### config.mk
export PLATFORM = sky130hd
export DESIGN_NAME = imem_port_arbiter_flat
export DESIGN_NICKNAME = d
export VERILOG_FILES = /design/src/rtl/imem_port_arbiter_if.sv /design/src/rtl/imem_port_arbiter.sv /design/src/flat_wrapper.sv
export SDC_FILE = /design/constraint.sdc
export NUM_CORES = 1
export LEC_CHECK = 0
export BUFFER_PORTS_ARGS = -buffer_cell sky130_fd_sc_hd__buf_2
export CAP_MARGIN = 0
export CORE_ASPECT_RATIO = 1.5
export CORE_MARGIN = 2
export CORE_UTILIZATION = 35
export CTS_CLUSTER_DIAMETER = 120
export CTS_CLUSTER_SIZE = 20
export DETAILED_ROUTE_END_ITERATION = 10
export GPL_TIMING_DRIVEN = 0
export PLACE_DENSITY = 0.59
export SETUP_SLACK_MARGIN = 0.02
export SKIP_LAST_GASP = 1
export SYNTH_ARGS = -nofsm -noshare
export SYNTH_HDL_FRONTEND = slang
export SYNTH_SLANG_ARGS = --single-unit
### constraint.sdc
create_clock -name clk -period 2.1 [get_ports clk]
set_clock_uncertainty 0.05 [all_clocks]
set_input_delay 0.21 -clock clk [delete_from_list [all_inputs] [get_ports clk]]
set_output_delay 0.21 -clock clk [all_outputs]
set_load 0.02 [all_outputs]
### src/rtl/imem_port_arbiter_if.sv
// rtl/imem_port_arbiter_if.sv - fetch, loader and memory signals of the imem port arbiter
interface imem_port_arbiter_if;
    logic        f_valid;
    logic [15:0] f_addr;
    logic        f_ready;
    logic        f_rvalid;
    logic [15:0] f_rdata;
    logic        f_err;

    logic        l_valid;
    logic        l_we;
    logic [15:0] l_addr;
    logic [7:0]  l_wdata;
    logic        l_ready;
    logic        l_rvalid;
    logic [7:0]  l_rdata;
    logic        l_err;

    logic [7:0]  mem_addr;
    logic        mem_we;
    logic [7:0]  mem_wdata;
    logic [7:0]  mem_rdata;

    modport slave (
        input  f_valid, f_addr, l_valid, l_we, l_addr, l_wdata, mem_rdata,
        output f_ready, f_rvalid, f_rdata, f_err,
        output l_ready, l_rvalid, l_rdata, l_err,
        output mem_addr, mem_we, mem_wdata
    );

    modport master (
        output f_valid, f_addr, l_valid, l_we, l_addr, l_wdata, mem_rdata,
        input  f_ready, f_rvalid, f_rdata, f_err,
        input  l_ready, l_rvalid, l_rdata, l_err,
        input  mem_addr, mem_we, mem_wdata
    );
endinterface

### src/rtl/imem_port_arbiter.sv
// rtl/imem_port_arbiter.sv - fair sequencer sharing a byte-wide imem between fetch and loader
module imem_port_arbiter #(
    parameter int MEM_DEPTH = 256
) (
    input  logic          clk,
    input  logic          rst_n,
    imem_port_arbiter_if.slave bus
);
    typedef enum logic [2:0] {IDLE, RD_HI, RD_LO, LD_ACC, ERR_F, ERR_L} state_t;
    typedef enum logic {GNT_FETCH, GNT_LOADER} gnt_t;

    localparam logic [16:0] F_LAST = 17'(MEM_DEPTH - 2);
    localparam logic [16:0] L_LAST = 17'(MEM_DEPTH - 1);

    state_t      state, state_d;
    gnt_t        last_gnt;
    logic [7:0]  addr_q;
    logic        we_q;
    logic [7:0]  wdata_q;
    logic [7:0]  hi_q;

    logic        f_rvalid_q, l_rvalid_q, f_err_q, l_err_q;
    logic [15:0] f_rdata_q;
    logic [7:0]  l_rdata_q;

    logic        f_ready_c, l_ready_c, mem_we_c;
    logic [7:0]  mem_addr_c, mem_wdata_c;
    logic        f_grant, l_grant, f_bad, l_bad, f_hs, l_hs;

    // Round-robin tie break: whoever did not win last time wins a tie.
    assign f_grant = bus.f_valid & (~bus.l_valid | (last_gnt == GNT_LOADER));
    assign l_grant = bus.l_valid & (~bus.f_valid | (last_gnt == GNT_FETCH));
    assign f_bad   = {1'b0, bus.f_addr} > F_LAST;
    assign l_bad   = {1'b0, bus.l_addr} > L_LAST;
    assign f_hs    = bus.f_valid & f_ready_c;
    assign l_hs    = bus.l_valid & l_ready_c;

    always_comb begin
        state_d     = state;
        f_ready_c   = 1'b0;
        l_ready_c   = 1'b0;
        mem_addr_c  = '0;
        mem_we_c    = 1'b0;
        mem_wdata_c = '0;
        case (state)
            IDLE: begin
                f_ready_c = f_grant;
                l_ready_c = l_grant;
                if (f_grant)      state_d = f_bad ? ERR_F : RD_HI;
                else if (l_grant) state_d = l_bad ? ERR_L : LD_ACC;
            end
            RD_HI: begin
                mem_addr_c = addr_q;
                state_d    = RD_LO;
            end
            RD_LO: begin
                mem_addr_c = addr_q + 8'd1;
                state_d    = IDLE;
            end
            LD_ACC: begin
                mem_addr_c  = addr_q;
                mem_we_c    = we_q;
                mem_wdata_c = we_q ? wdata_q : 8'd0;
                state_d     = IDLE;
            end
            ERR_F, ERR_L: state_d = IDLE;
            default:      state_d = IDLE;
        endcase
    end

    always_ff @(posedge clk or negedge rst_n) begin
        if (!rst_n) begin
            state      <= IDLE;
            last_gnt   <= GNT_LOADER;
            addr_q     <= '0;
            we_q       <= 1'b0;
            wdata_q    <= '0;
            hi_q       <= '0;
            f_rvalid_q <= 1'b0;
            f_rdata_q  <= '0;
            f_err_q    <= 1'b0;
            l_rvalid_q <= 1'b0;
            l_rdata_q  <= '0;
            l_err_q    <= 1'b0;
        end else begin
            state      <= state_d;
            f_rvalid_q <= 1'b0;
            l_rvalid_q <= 1'b0;
            if (f_hs) begin
                addr_q   <= bus.f_addr[7:0];
                last_gnt <= GNT_FETCH;
            end else if (l_hs) begin
                addr_q   <= bus.l_addr[7:0];
                we_q     <= bus.l_we;
                wdata_q  <= bus.l_wdata;
                last_gnt <= GNT_LOADER;
            end
            case (state)
                RD_HI: hi_q <= bus.mem_rdata;
                RD_LO: begin
                    f_rvalid_q <= 1'b1;
                    f_rdata_q  <= {hi_q, bus.mem_rdata};
                    f_err_q    <= 1'b0;
                end
                LD_ACC: begin
                    l_rvalid_q <= 1'b1;
                    l_rdata_q  <= we_q ? 8'd0 : bus.mem_rdata;
                    l_err_q    <= 1'b0;
                end
                ERR_F: begin
                    f_rvalid_q <= 1'b1;
                    f_rdata_q  <= '0;
                    f_err_q    <= 1'b1;
                end
                ERR_L: begin
                    l_rvalid_q <= 1'b1;
                    l_rdata_q  <= '0;
                    l_err_q    <= 1'b1;
                end
                default: ;
            endcase
        end
    end

    assign bus.f_ready   = f_ready_c;
    assign bus.l_ready   = l_ready_c;
    assign bus.f_rvalid  = f_rvalid_q;
    assign bus.f_rdata   = f_rdata_q;
    assign bus.f_err     = f_err_q;
    assign bus.l_rvalid  = l_rvalid_q;
    assign bus.l_rdata   = l_rdata_q;
    assign bus.l_err     = l_err_q;
    assign bus.mem_addr  = mem_addr_c;
    assign bus.mem_we    = mem_we_c;
    assign bus.mem_wdata = mem_wdata_c;
endmodule

### src/flat_wrapper.sv
// flat-port wrapper written by rule: the top's interface ports become plain ports
module imem_port_arbiter_flat 
#(
    parameter int MEM_DEPTH = 256
)
  (clk, rst_n, bus_f_valid, bus_f_addr, bus_l_valid, bus_l_we, bus_l_addr, bus_l_wdata, bus_mem_rdata, bus_f_ready, bus_f_rvalid, bus_f_rdata, bus_f_err, bus_l_ready, bus_l_rvalid, bus_l_rdata, bus_l_err, bus_mem_addr, bus_mem_we, bus_mem_wdata);
  imem_port_arbiter_if bus_i ();
  input  logic clk;
  input  logic rst_n;
  input wire logic [$bits(bus_i.f_valid)-1:0] bus_f_valid;
  input wire logic [$bits(bus_i.f_addr)-1:0] bus_f_addr;
  input wire logic [$bits(bus_i.l_valid)-1:0] bus_l_valid;
  input wire logic [$bits(bus_i.l_we)-1:0] bus_l_we;
  input wire logic [$bits(bus_i.l_addr)-1:0] bus_l_addr;
  input wire logic [$bits(bus_i.l_wdata)-1:0] bus_l_wdata;
  input wire logic [$bits(bus_i.mem_rdata)-1:0] bus_mem_rdata;
  output wire logic [$bits(bus_i.f_ready)-1:0] bus_f_ready;
  output wire logic [$bits(bus_i.f_rvalid)-1:0] bus_f_rvalid;
  output wire logic [$bits(bus_i.f_rdata)-1:0] bus_f_rdata;
  output wire logic [$bits(bus_i.f_err)-1:0] bus_f_err;
  output wire logic [$bits(bus_i.l_ready)-1:0] bus_l_ready;
  output wire logic [$bits(bus_i.l_rvalid)-1:0] bus_l_rvalid;
  output wire logic [$bits(bus_i.l_rdata)-1:0] bus_l_rdata;
  output wire logic [$bits(bus_i.l_err)-1:0] bus_l_err;
  output wire logic [$bits(bus_i.mem_addr)-1:0] bus_mem_addr;
  output wire logic [$bits(bus_i.mem_we)-1:0] bus_mem_we;
  output wire logic [$bits(bus_i.mem_wdata)-1:0] bus_mem_wdata;
  assign bus_i.f_valid = bus_f_valid;
  assign bus_i.f_addr = bus_f_addr;
  assign bus_i.l_valid = bus_l_valid;
  assign bus_i.l_we = bus_l_we;
  assign bus_i.l_addr = bus_l_addr;
  assign bus_i.l_wdata = bus_l_wdata;
  assign bus_i.mem_rdata = bus_mem_rdata;
  assign bus_f_ready = bus_i.f_ready;
  assign bus_f_rvalid = bus_i.f_rvalid;
  assign bus_f_rdata = bus_i.f_rdata;
  assign bus_f_err = bus_i.f_err;
  assign bus_l_ready = bus_i.l_ready;
  assign bus_l_rvalid = bus_i.l_rvalid;
  assign bus_l_rdata = bus_i.l_rdata;
  assign bus_l_err = bus_i.l_err;
  assign bus_mem_addr = bus_i.mem_addr;
  assign bus_mem_we = bus_i.mem_we;
  assign bus_mem_wdata = bus_i.mem_wdata;
  imem_port_arbiter #(.MEM_DEPTH(MEM_DEPTH)) u_core (.clk(clk), .rst_n(rst_n), .bus(bus_i));
endmodule
* Word level (Yosys, flattened, before mapping)
Cells that the tools add are included.
W data, S select, Z words.
** Word-level totals
- Flip-flop bits (word level) :: 57
- Input bits :: 53
- Logic and storage cells :: 61
** Operators by class
- Add/subtract/negate cells :: 1
- Order comparisons :: 2
- Eq/ne operators :: 6
- Mux-type cells :: 22
- Bitwise logic cells :: 10
- Reduce and logical (&&, ||, !) cells :: 8
** Operator list (count)
- $mux W8 :: 5
- $gt A16 B8 Y1 const B :: 2
- $pmux W16 S2 :: 1
- $pmux W8 S2 :: 2
- $mux W3 :: 4
- $add A8 B1 Y8 const B :: 1
- $mux W1 :: 7
- $eq A3 B2 Y1 const B :: 2
- $eq A3 B3 Y1 const B :: 2
- $pmux W3 S2 :: 1
- $reduce_bool A2 Y1 :: 3
- $reduce_or A2 Y1 :: 3
- $and A1 B1 Y1 :: 4
- $not A1 Y1 :: 4
- $pmux W1 S2 :: 2
- $eq A3 B1 Y1 const B :: 1
- $logic_not A3 Y1 :: 1
- $ne A3 B1 Y1 const B :: 1
- $or A1 B1 Y1 :: 2
- $reduce_and A2 Y1 :: 1

* Depth between registers and ports, before layout
Gate-level depths: netlist of the first run.
- Word-level depth :: 7
- Gate-level depth with buffers :: 6
- Gate-level depth less buffers :: 4

* Worst setup path before layout of the first run
OpenSTA, ideal clock, no wires.
- Path type :: reg-to-output
- Start point :: reg u_core.state[0]
- End point :: out bus_mem_addr[7]
- Data arrival time :: 1.586 ns
- Required time :: 1.840 ns
- Setup slack :: 0.254 ns
- Stages on the path, launching flop included :: 6
- Buffers on the path :: 2
- Cell sequence :: dfrtp_1 buf_2 nor3b_2 buf_2 o21ai_0 a2bb2oi_1
** Between the ends
- Longest elaborated chain between the ends :: 3
- Elaborated cells between the ends (all ways) :: 5
** Ends and longest elaborated chain
- start: declaration :: RTL line imem_port_arbiter.sv:15 : state_t state, state_d;
- start signal: assignment :: RTL line imem_port_arbiter.sv:86 : state <= state_d;
- $eq A3 B1 Y1 / $eq A3 B2 Y1 (equally long branches) :: RTL line imem_port_arbiter.sv:45 : case (state)
- $reduce_or A2 Y1 (no line)
- $pmux W8 S2 * :: RTL line imem_port_arbiter.sv:45
- end: declaration :: RTL line flat_wrapper.sv:25 : output wire logic [$bits(bus_i.mem_addr)-1:0] bus_mem_addr;
Every way passes the cells marked *; elsewhere a longest branch is shown, timed or not.

* Worst setup path in the final report of the first run
- Start point :: reg u_core.state[1]
- End point :: out bus_mem_addr[5]
Same word-level chain as after synthesis.

==> results.txt, run 1 <==
The run finished with clean final reports. The setup-violating endpoint count in the final report came out at 0. The slowest cell on the critical path is sky130_fd_sc_hd__or4_4. The number of CTS-inserted buffers is 9. The floorplan step set the die width to 77.2 µm. The max-slew violation count is 0. The critical path's largest stage delay came out at 430 ps. Synthesis inferred 57 register bits. STA classifies the critical path startpoint as a register. The total count of hold-check failures in the final report is 0. The final-layout worst hold slack is 68.3 ps.

The path class of the tightest hold or removal check is input pin to register. Leaving out filler cells and counting taps, the final layout contains 472. The die is 114 µm tall. The setup slack on the worst flop-to-flop path is 160 ps. The sequential cell area came out at 1430 µm². Based on the critical path, the design can be clocked at up to 487 MHz. The post-synthesis instance area came out at 2810 µm². Across all setup checks in the final design, the least slack found is 46.8 ps.

The die covers 8780 µm². The initial DRC count is 102. Compared with the post-synthesis result, the final layout area differs by 38.0%.

The via density per instance came out at 5.10. At the worst endpoint, the required time is 1840 ps. At the placement stage, the worst setup path has a slack of -89.4 ps. Routability-driven placement finished with a final weighted congestion of 0.755.

The critical path goes through buf_6, or3b_4, or4_4, nand3_2, buf_6. The worst-skew pair later-pin latency came out at 320 ps. The top cell types in the final layout, fill and taps aside, are sky130_fd_sc_hd__buf_2, sky130_fd_sc_hd__dfrtp_1, sky130_fd_sc_hd__a22o_1. The peak fanout along the critical path is 6. The utilization of the core after routing came out at 49.1%.

The DRC violations left is 0. The normalized max-slew margin came out at 52.9%. Sequential cells were found to cover 50.8% of the synthesized design area. The global-route wire length before repair is 11400 µm. The number of vias in the routed layout came out at 2406.

The worst setup path is of the register to primary output kind. The total inserted antenna cells came out at 0. The count of port buffers added during placement is 98. Once the floorplan was initialized, standard cells occupied 35.5% of the core. The worst path uses 97.8% of the clock period.

The maximum clock insertion buffer count is 2. Setup repair after global routing could not meet its margin everywhere. The pin count of the biggest net entering global routing is 58.

The number of fill cells is 793. The most numerous cell on the critical path is sky130_fd_sc_hd__buf_6. The final global-route overflow total is 0.

The detailed-placement wirelength estimate is 5140 µm. The clock transition at the registers of the reported paths is 50 ps. The tree is rooted in a sky130_fd_sc_hd__clkbuf_16.

The total nets after synthesis is 298. The critical path ends at bus_mem_addr[5]. The number of antenna violations at the first check in global routing is 0. The H-tree was split into 3 levels. Leaving out fill and tap cells, the most frequent cell in the layout is sky130_fd_sc_hd__buf_2. In the final routed layout, each cell accounts on average for 15.2 µm.

The cell row count is 40. The worst register-to-register path begins at u_core.state[2]. The power per cell area is 1650 nW/µm².

The total negative slack is 0 ps. Clock tree synthesis found a total of 57 sinks. The static power due to leakage came out at 1.92 nW. The time the final worst path needs with I/O delays and setup is 2050 ps.

The total iterations of the first detailed-routing run came out at 4. In this run the worst setup path begins at u_core.state[1]. Yosys printed 0 warnings. In the final layout, the share of cells above drive strength 1 is 45.5%.

The number of nets in the finished design came out at 416. The multi-input combinational cell area came out at 1330 µm². The core outline area is 7910 µm². The number of global-route vias before repair was 2306. The critical path arrival is 1790 ps. The max-capacitance violation count is 0. The worst setup path is captured at a primary output.

The transition time at the pin with the least slew margin came out at 706 ps. The path depth of the worst reg2reg path is 7. The overall fraction of global-route tracks in use came out at 16.9%.

The mean area per synthesized cell is 11.5 µm². In this run the critical register-to-register path is captured at u_core.wdata_q[3]. The wire length after detailed routing came out at 7160 µm. Pin placement for this block handled 100 I/O pins. The placed instance count is 447. The number of instances in the synthesized netlist is 244. The TritonCTS clock tree is built. The number of nets with antenna violations after detailed routing is 0. The largest vdd supply drop is 0.000688 V.

The number of different library cells used by synthesis comes to 45.
-- metrics by stage --
step	area, µm²	power, mW
floorplan	2810	4.00
finish	3880	6.39
CTS	3830	6.41
global route	3880	6.84
detailed placement	3430	4.86
global placement	3430	4.82
-- per-layer routing --
metal	vias to the layer above	wire length, µm	part of all wire (%)	GRT usage [%]
met3	7	461	6.4	5.22
met1	1144	2880	40	18.9
li1	1176	-	-	-
met4	0	133	1.9	7.50
met2	79	3690	52	29.4
met5	-	0	0	0
-- cell usage after synthesis --
cell type                   count  share of area, %
sky130_fd_sc_hd__dfstp_2        1              0.94
sky130_fd_sc_hd__nor2_1         2              0.27
sky130_fd_sc_hd__nand2b_1       2              0.45
sky130_fd_sc_hd__a21boi_1       1              0.27
sky130_fd_sc_hd__ha_1           1              0.45
sky130_fd_sc_hd__nor4_1        10               2.2
sky130_fd_sc_hd__nand3_1       14               2.5
sky130_fd_sc_hd__buf_12         1              0.71
sky130_fd_sc_hd__a22o_1        40                12
sky130_fd_sc_hd__o211ai_1       2              0.53
sky130_fd_sc_hd__a211oi_1       1              0.27
sky130_fd_sc_hd__or4_1          4               1.1
sky130_fd_sc_hd__o211a_1        1              0.36
sky130_fd_sc_hd__o21ai_1        3              0.53
sky130_fd_sc_hd__nor2_2         1              0.22
sky130_fd_sc_hd__o21ai_0       16               2.8
sky130_fd_sc_hd__buf_6          3               1.2
sky130_fd_sc_hd__nand2_1        8               1.1
sky130_fd_sc_hd__a31o_2         1              0.31
sky130_fd_sc_hd__xor2_1         2              0.62
sky130_fd_sc_hd__and2_1        10               2.2
sky130_fd_sc_hd__a21bo_2        1              0.36
sky130_fd_sc_hd__and3_1         1              0.22
sky130_fd_sc_hd__mux2_2        10               4.0
sky130_fd_sc_hd__nor2b_1        3              0.67
sky130_fd_sc_hd__o21ba_2        1              0.36
sky130_fd_sc_hd__a21oi_1        3              0.53
sky130_fd_sc_hd__a2bb2oi_1      1              0.31
sky130_fd_sc_hd__or3b_4         1              0.40
sky130_fd_sc_hd__nand4_1        3              0.67
sky130_fd_sc_hd__clkbuf_1       6              0.80
sky130_fd_sc_hd__a311oi_1       1              0.31
sky130_fd_sc_hd__or3_4          1              0.40
sky130_fd_sc_hd__buf_1          1              0.13
sky130_fd_sc_hd__buf_2          4              0.71
sky130_fd_sc_hd__nor2_4         1              0.40
sky130_fd_sc_hd__or3_1          1              0.22
sky130_fd_sc_hd__nor3b_2        2              0.89
sky130_fd_sc_hd__a31oi_1        8               1.8
sky130_fd_sc_hd__mux2_4         7               3.7
sky130_fd_sc_hd__nor3_4         1              0.58
sky130_fd_sc_hd__nor3_1         1              0.18
sky130_fd_sc_hd__dfrtp_1       56                50
sky130_fd_sc_hd__a21o_1         1              0.27
sky130_fd_sc_hd__inv_1          5              0.67
-- repair_timing --
| action | CTS | global route |
|---|---|---|
| hold buffers | 0 | 1 |
| buffers inserted | 7 | 3 |
| gates resized for setup | 19 | 9 |
| hold endpoints to repair | 0 | 56 |
| setup endpoints to repair | 17 | 15 |
| pin swaps | 8 | 5 |
-- cell families (layout without fill, tap and decap cells) --
| logic type | Yosys count | after routing | synth area share [%] |
|---|---|---|---|
| AOI/OAI and AO/OA | 81 | 81 | 21.5 |
| xor gates and xnor gates | 2 | 2 | 0.623 |
| adders and majority gates | 1 | 1 | 0.445 |
| buffers and inverters | 20 | 143 | 4.23 |
| DFF | 57 | 57 | 50.8 |
| muxes | 17 | 17 | 7.75 |
| and+or+nand+nor | 66 | 66 | 14.6 |
-- worst min path at each step --
stage / start / endpoint / slack [ps] / cells past startpoint
3_3_place_gp: bus_l_we / u_core.we_q / 390 / 2
2_1_floorplan: rst_n / u_core.addr_q[0] / -140 / 0
4_1_cts: bus_l_we / u_core.we_q / 50 / 2
5_1_grt: bus_l_wdata[4] / u_core.wdata_q[4] / 60 / 2
6_report: bus_l_we / u_core.we_q / 70 / 2
3_5_place_dp: bus_l_we / u_core.we_q / 400 / 2
-- sequential cells by signal, indices dropped and copies added (netlist names) --
signal               count
u_core.bus.l_err         1
u_core.bus.l_rdata       8
u_core.we_q              1
u_core.wdata_q           8
u_core.bus.f_err         1
u_core.addr_q            8
u_core.last_gnt          1
u_core.bus.f_rvalid      1
u_core.bus.l_rvalid      1
u_core.bus.f_rdata      16
u_core.state             3
u_core.hi_q              8
-- area by class of cell --
cell class,count,share of cell area (%)
Inverter,5,0.484
Multi-Input combinational cell,167,34.2
Timing Repair Buffer,109,15.7
Buffer,13,2.35
Clock buffer,13,6.71
Clock inverter,3,0.387
Sequential cell,57,36.8
Tap cell,105,3.39
-- worst max-delay path, delay by kind of cell, from the launching register on --
family | cells | cell delay, ps
and+or+nand+nor | 3 | 920
DFF | 1 | 330
buffers and inverters | 2 | 210
-- where the power goes --
part	internal [mW]	total, mW	switching (mW)
sequential	1.65	2.06	0.411
clock	0.854	1.32	0.464
combinational	1.39	3.01	1.62
total	3.89	6.39	2.49
No activity file was read; power rests on OpenSTA's default activity.
==> run 2: changes to the inputs <==
--- a/constraint.sdc
+++ b/constraint.sdc
@@ -4,2 +4,2 @@
 set_output_delay 0.21 -clock clk [all_outputs]
-set_load 0.02 [all_outputs]
+set_load 0.1 [all_outputs]
==> run 2 against run 1 <==
Largest cell class unchanged. Register-to-register slack barely moved. Sequential share of layout area down 1.9 points. The flow now finishes with violations (setup timing). Wire length grew 4.0%.
==> results.txt, run 2 (same netlist as run 1, synthesis figures left out) <==
Unrepaired setup endpoints after global routing: true (unchanged). The number of CTS-inserted buffers is 9 (unchanged). The TritonCTS clock tree is built (unchanged). The core outline area came out at 7910 µm² (unchanged). The slowest cell on the critical path is sky130_fd_sc_hd__or4_4 (unchanged). The height of the die is 114 µm (unchanged).

The total negative slack came out at -393 ps (was 0 ps). The H-tree depth reported by CTS is 3 (unchanged). The layout-stage area growth over the synthesis result is 45.6% (was 38.0%). Result of the run: finished, violations left (was finished, final reports clean). The top-level I/O count is 100 (unchanged).

The max-capacitance violation count came out at 0 (unchanged). The number of vias in the routed layout was 2443 (was 2406). The peak fanout along the critical path was 7 (was 6). The detailed-placement wirelength estimate came out at 5250 µm (was 5140 µm). The maximum frequency from static timing analysis came out at 452 MHz (was 487 MHz). The total inserted antenna cells is 0 (unchanged).

The portion of the clock cycle consumed by the worst path in the final layout came to 105% (was 97.8%). The setup-violating endpoint count in the final report is 5 (was 0). The clock transition at the registers of the reported paths came to 50 ps (about the same).

The number of nets in the finished design is 417 (was 416). The critical path's largest stage delay is 440 ps (was 430 ps). The endpoint type of the worst setup path is a primary output (unchanged). The worst slack at placement is -442 ps (was -89.4 ps). The data required time of the critical path came out at 1840 ps (about the same). The number of nets with antenna violations after detailed routing came to 0 (unchanged). The ratio of cells with drive above 1 in the final layout is 49.0% (was 45.5%).

The overall fraction of global-route tracks in use is 17.8% (was 16.9%). The top metal layer carrying routed signals is met4 (unchanged). The worst-skew pair later-pin latency is 320 ps (about the same). The die area is 8780 µm² (unchanged).

The DRC violations left is 0 (unchanged). The routability congestion estimate is 0.748 (was 0.755). The critical path arrival was 1950 ps (was 1790 ps). The max-slew violation count was 0 (unchanged).

The routed metal-1 wire length came out at 2880 µm (about the same). The normalized max-slew margin is 51.3% (was 52.9%). The critical path launch point type is a register (unchanged). The routed length on met3 came out at 423 µm (was 461 µm). The pin count of the biggest net entering global routing came out at 58 (unchanged). The starting utilization of the core area came to 35.5% (unchanged).

The width of the die came to 77.2 µm (unchanged). The path class of the lowest-slack min-delay path is input pin to register (unchanged). The final global-route overflow total came out at 0 (unchanged). The wire length after detailed routing is 7450 µm (was 7160 µm). The count of port buffers added during placement came out at 98 (unchanged). The cell row count is 40 (unchanged). The mean routed wirelength per cell is 15.8 µm (was 15.2 µm). The total iterations of the first detailed-routing run came out at 4 (unchanged). The number of fill cells is 747 (was 793). The transition time at the pin with the least slew margin is 730 ps (was 706 ps). The root cell of the clock tree was sky130_fd_sc_hd__clkbuf_16 (unchanged).

The initial DRC count came out at 121 (was 102). Cell-by-cell trace of the critical path: buf_6, or3b_4, or4_4, nand3_4, buf_12 (was buf_6, or3b_4, or4_4, nand3_2, buf_6). The maximum clock insertion buffer count is 2 (unchanged). The via density per instance was 5.18 (was 5.10). The leading cell type in the layout, fill and taps excluded is sky130_fd_sc_hd__buf_2 (unchanged). The post-layout worst setup margin came to -112 ps (was 46.8 ps). The number of global-route vias before repair came out at 2490 (was 2306). The total count of hold-check failures in the final report came out at 0 (unchanged). The number of antenna violations at the first check in global routing came out at 0 (unchanged). The global-route wire length before repair came to 12100 µm (was 11400 µm).

The routed length on met2 is 4000 µm (was 3690 µm). The checks that failed: setup timing. The number of flip-flops under the largest register name is 16 (unchanged). The number of clock sinks was 57 (unchanged). Top library cells by usage in the layout, fill and taps aside: sky130_fd_sc_hd__buf_2, sky130_fd_sc_hd__dfrtp_1, sky130_fd_sc_hd__a22o_1 (unchanged). The time the final worst path needs with I/O delays and setup was 2210 ps (was 2050 ps).

The classification of the worst setup path was register to primary output (unchanged).
## run 2: cell types whose count changed in the layout (fill, tap and decap cells not counted), moves of 2 or more
cell	before	now
sky130_fd_sc_hd__buf_2	94	81
sky130_fd_sc_hd__and2_1	10	2
sky130_fd_sc_hd__and2_4	0	8
sky130_fd_sc_hd__buf_12	1	9
sky130_fd_sc_hd__buf_4	13	20
sky130_fd_sc_hd__buf_6	7	3
sky130_fd_sc_hd__nand3_2	3	0
sky130_fd_sc_hd__nand3_4	0	3
sky130_fd_sc_hd__o21ai_2	0	3
sky130_fd_sc_hd__a22o_1	40	38
sky130_fd_sc_hd__a22o_2	0	2
sky130_fd_sc_hd__buf_8	0	2
sky130_fd_sc_hd__o21ai_0	14	12
## run 2: layout make-up
type	count	area [µm²]	share of cell area (%)
clock inverter	3	40.0	0.978
tap	105	131	3.21
clock buffer	12	256	6.27
multi-input combinational	167	1380	33.7
buffer	15	106	2.60
inverter	5	18.8	0.459
timing repair buffer	108	733	17.9
sequential	57	1430	34.9
## run 2: per-stage QoR
stage | std cells | hold WS (ps) | util [%] | area [µm²]
6_report | 472 | 66.5 | 51.8 | 4090
4_1_cts | 468 | 58.7 | 50.6 | 4000
5_1_grt | 472 | 55.6 | 51.8 | 4090
2_1_floorplan | 244 | -136 | - | 2880
3_3_place_gp | 447 | 391 | 44.2 | 3500
3_5_place_dp | 447 | 395 | 44.2 | 3500
## run 2: final timing paths
path,startpoint,endpoint,slack (ps),depth (start not counted)
min,bus_l_wdata[6],u_core.wdata_q[6],70,2
max in group asynchronous,rst_n,u_core.bus.f_rdata[5],1070,2
min in group asynchronous,rst_n,u_core.bus.f_rdata[12],440,2
max reg2reg,u_core.state[1],u_core.wdata_q[4],150,7
min reg2reg,u_core.bus.f_rdata[2],u_core.bus.f_rdata[2],440,1
max,u_core.state[2],bus_mem_addr[6],-110,5
## run 2: worst max-delay path, delay by kind of cell (launching register included)
family                 cells  cell delay, ps
buffers and inverters      2             300
DFF                        1             370
and+or+nand+nor            3             950
## run 2: per-layer routing
| layer | global-route usage [%] | up-vias |
|---|---|---|
| met5 | 0 | - |
| met4 | 8.57 | 0 |
| met3 | 4.51 | 9 |
| met2 | 31.7 | 83 |
| met1 | 19.5 | 1174 |
| li1 | - | 1177 |
## run 2: repair_timing
| action | in CTS | in global routing |
|---|---|---|
| pin swaps | 6 | 1 |
| gates cloned | 0 | 0 |
| hold buffers | 0 | 1 |
| endpoints found under the setup margin | 19 | 17 |
| setup buffers | 6 | 3 |
| hold endpoints to repair | 0 | 56 |
| resized for setup | 45 | 16 |
Power of run 2 is left out: the tool's default activity adds up to more than one toggle a clock period on the data nets, which glitch-free logic cannot reach.
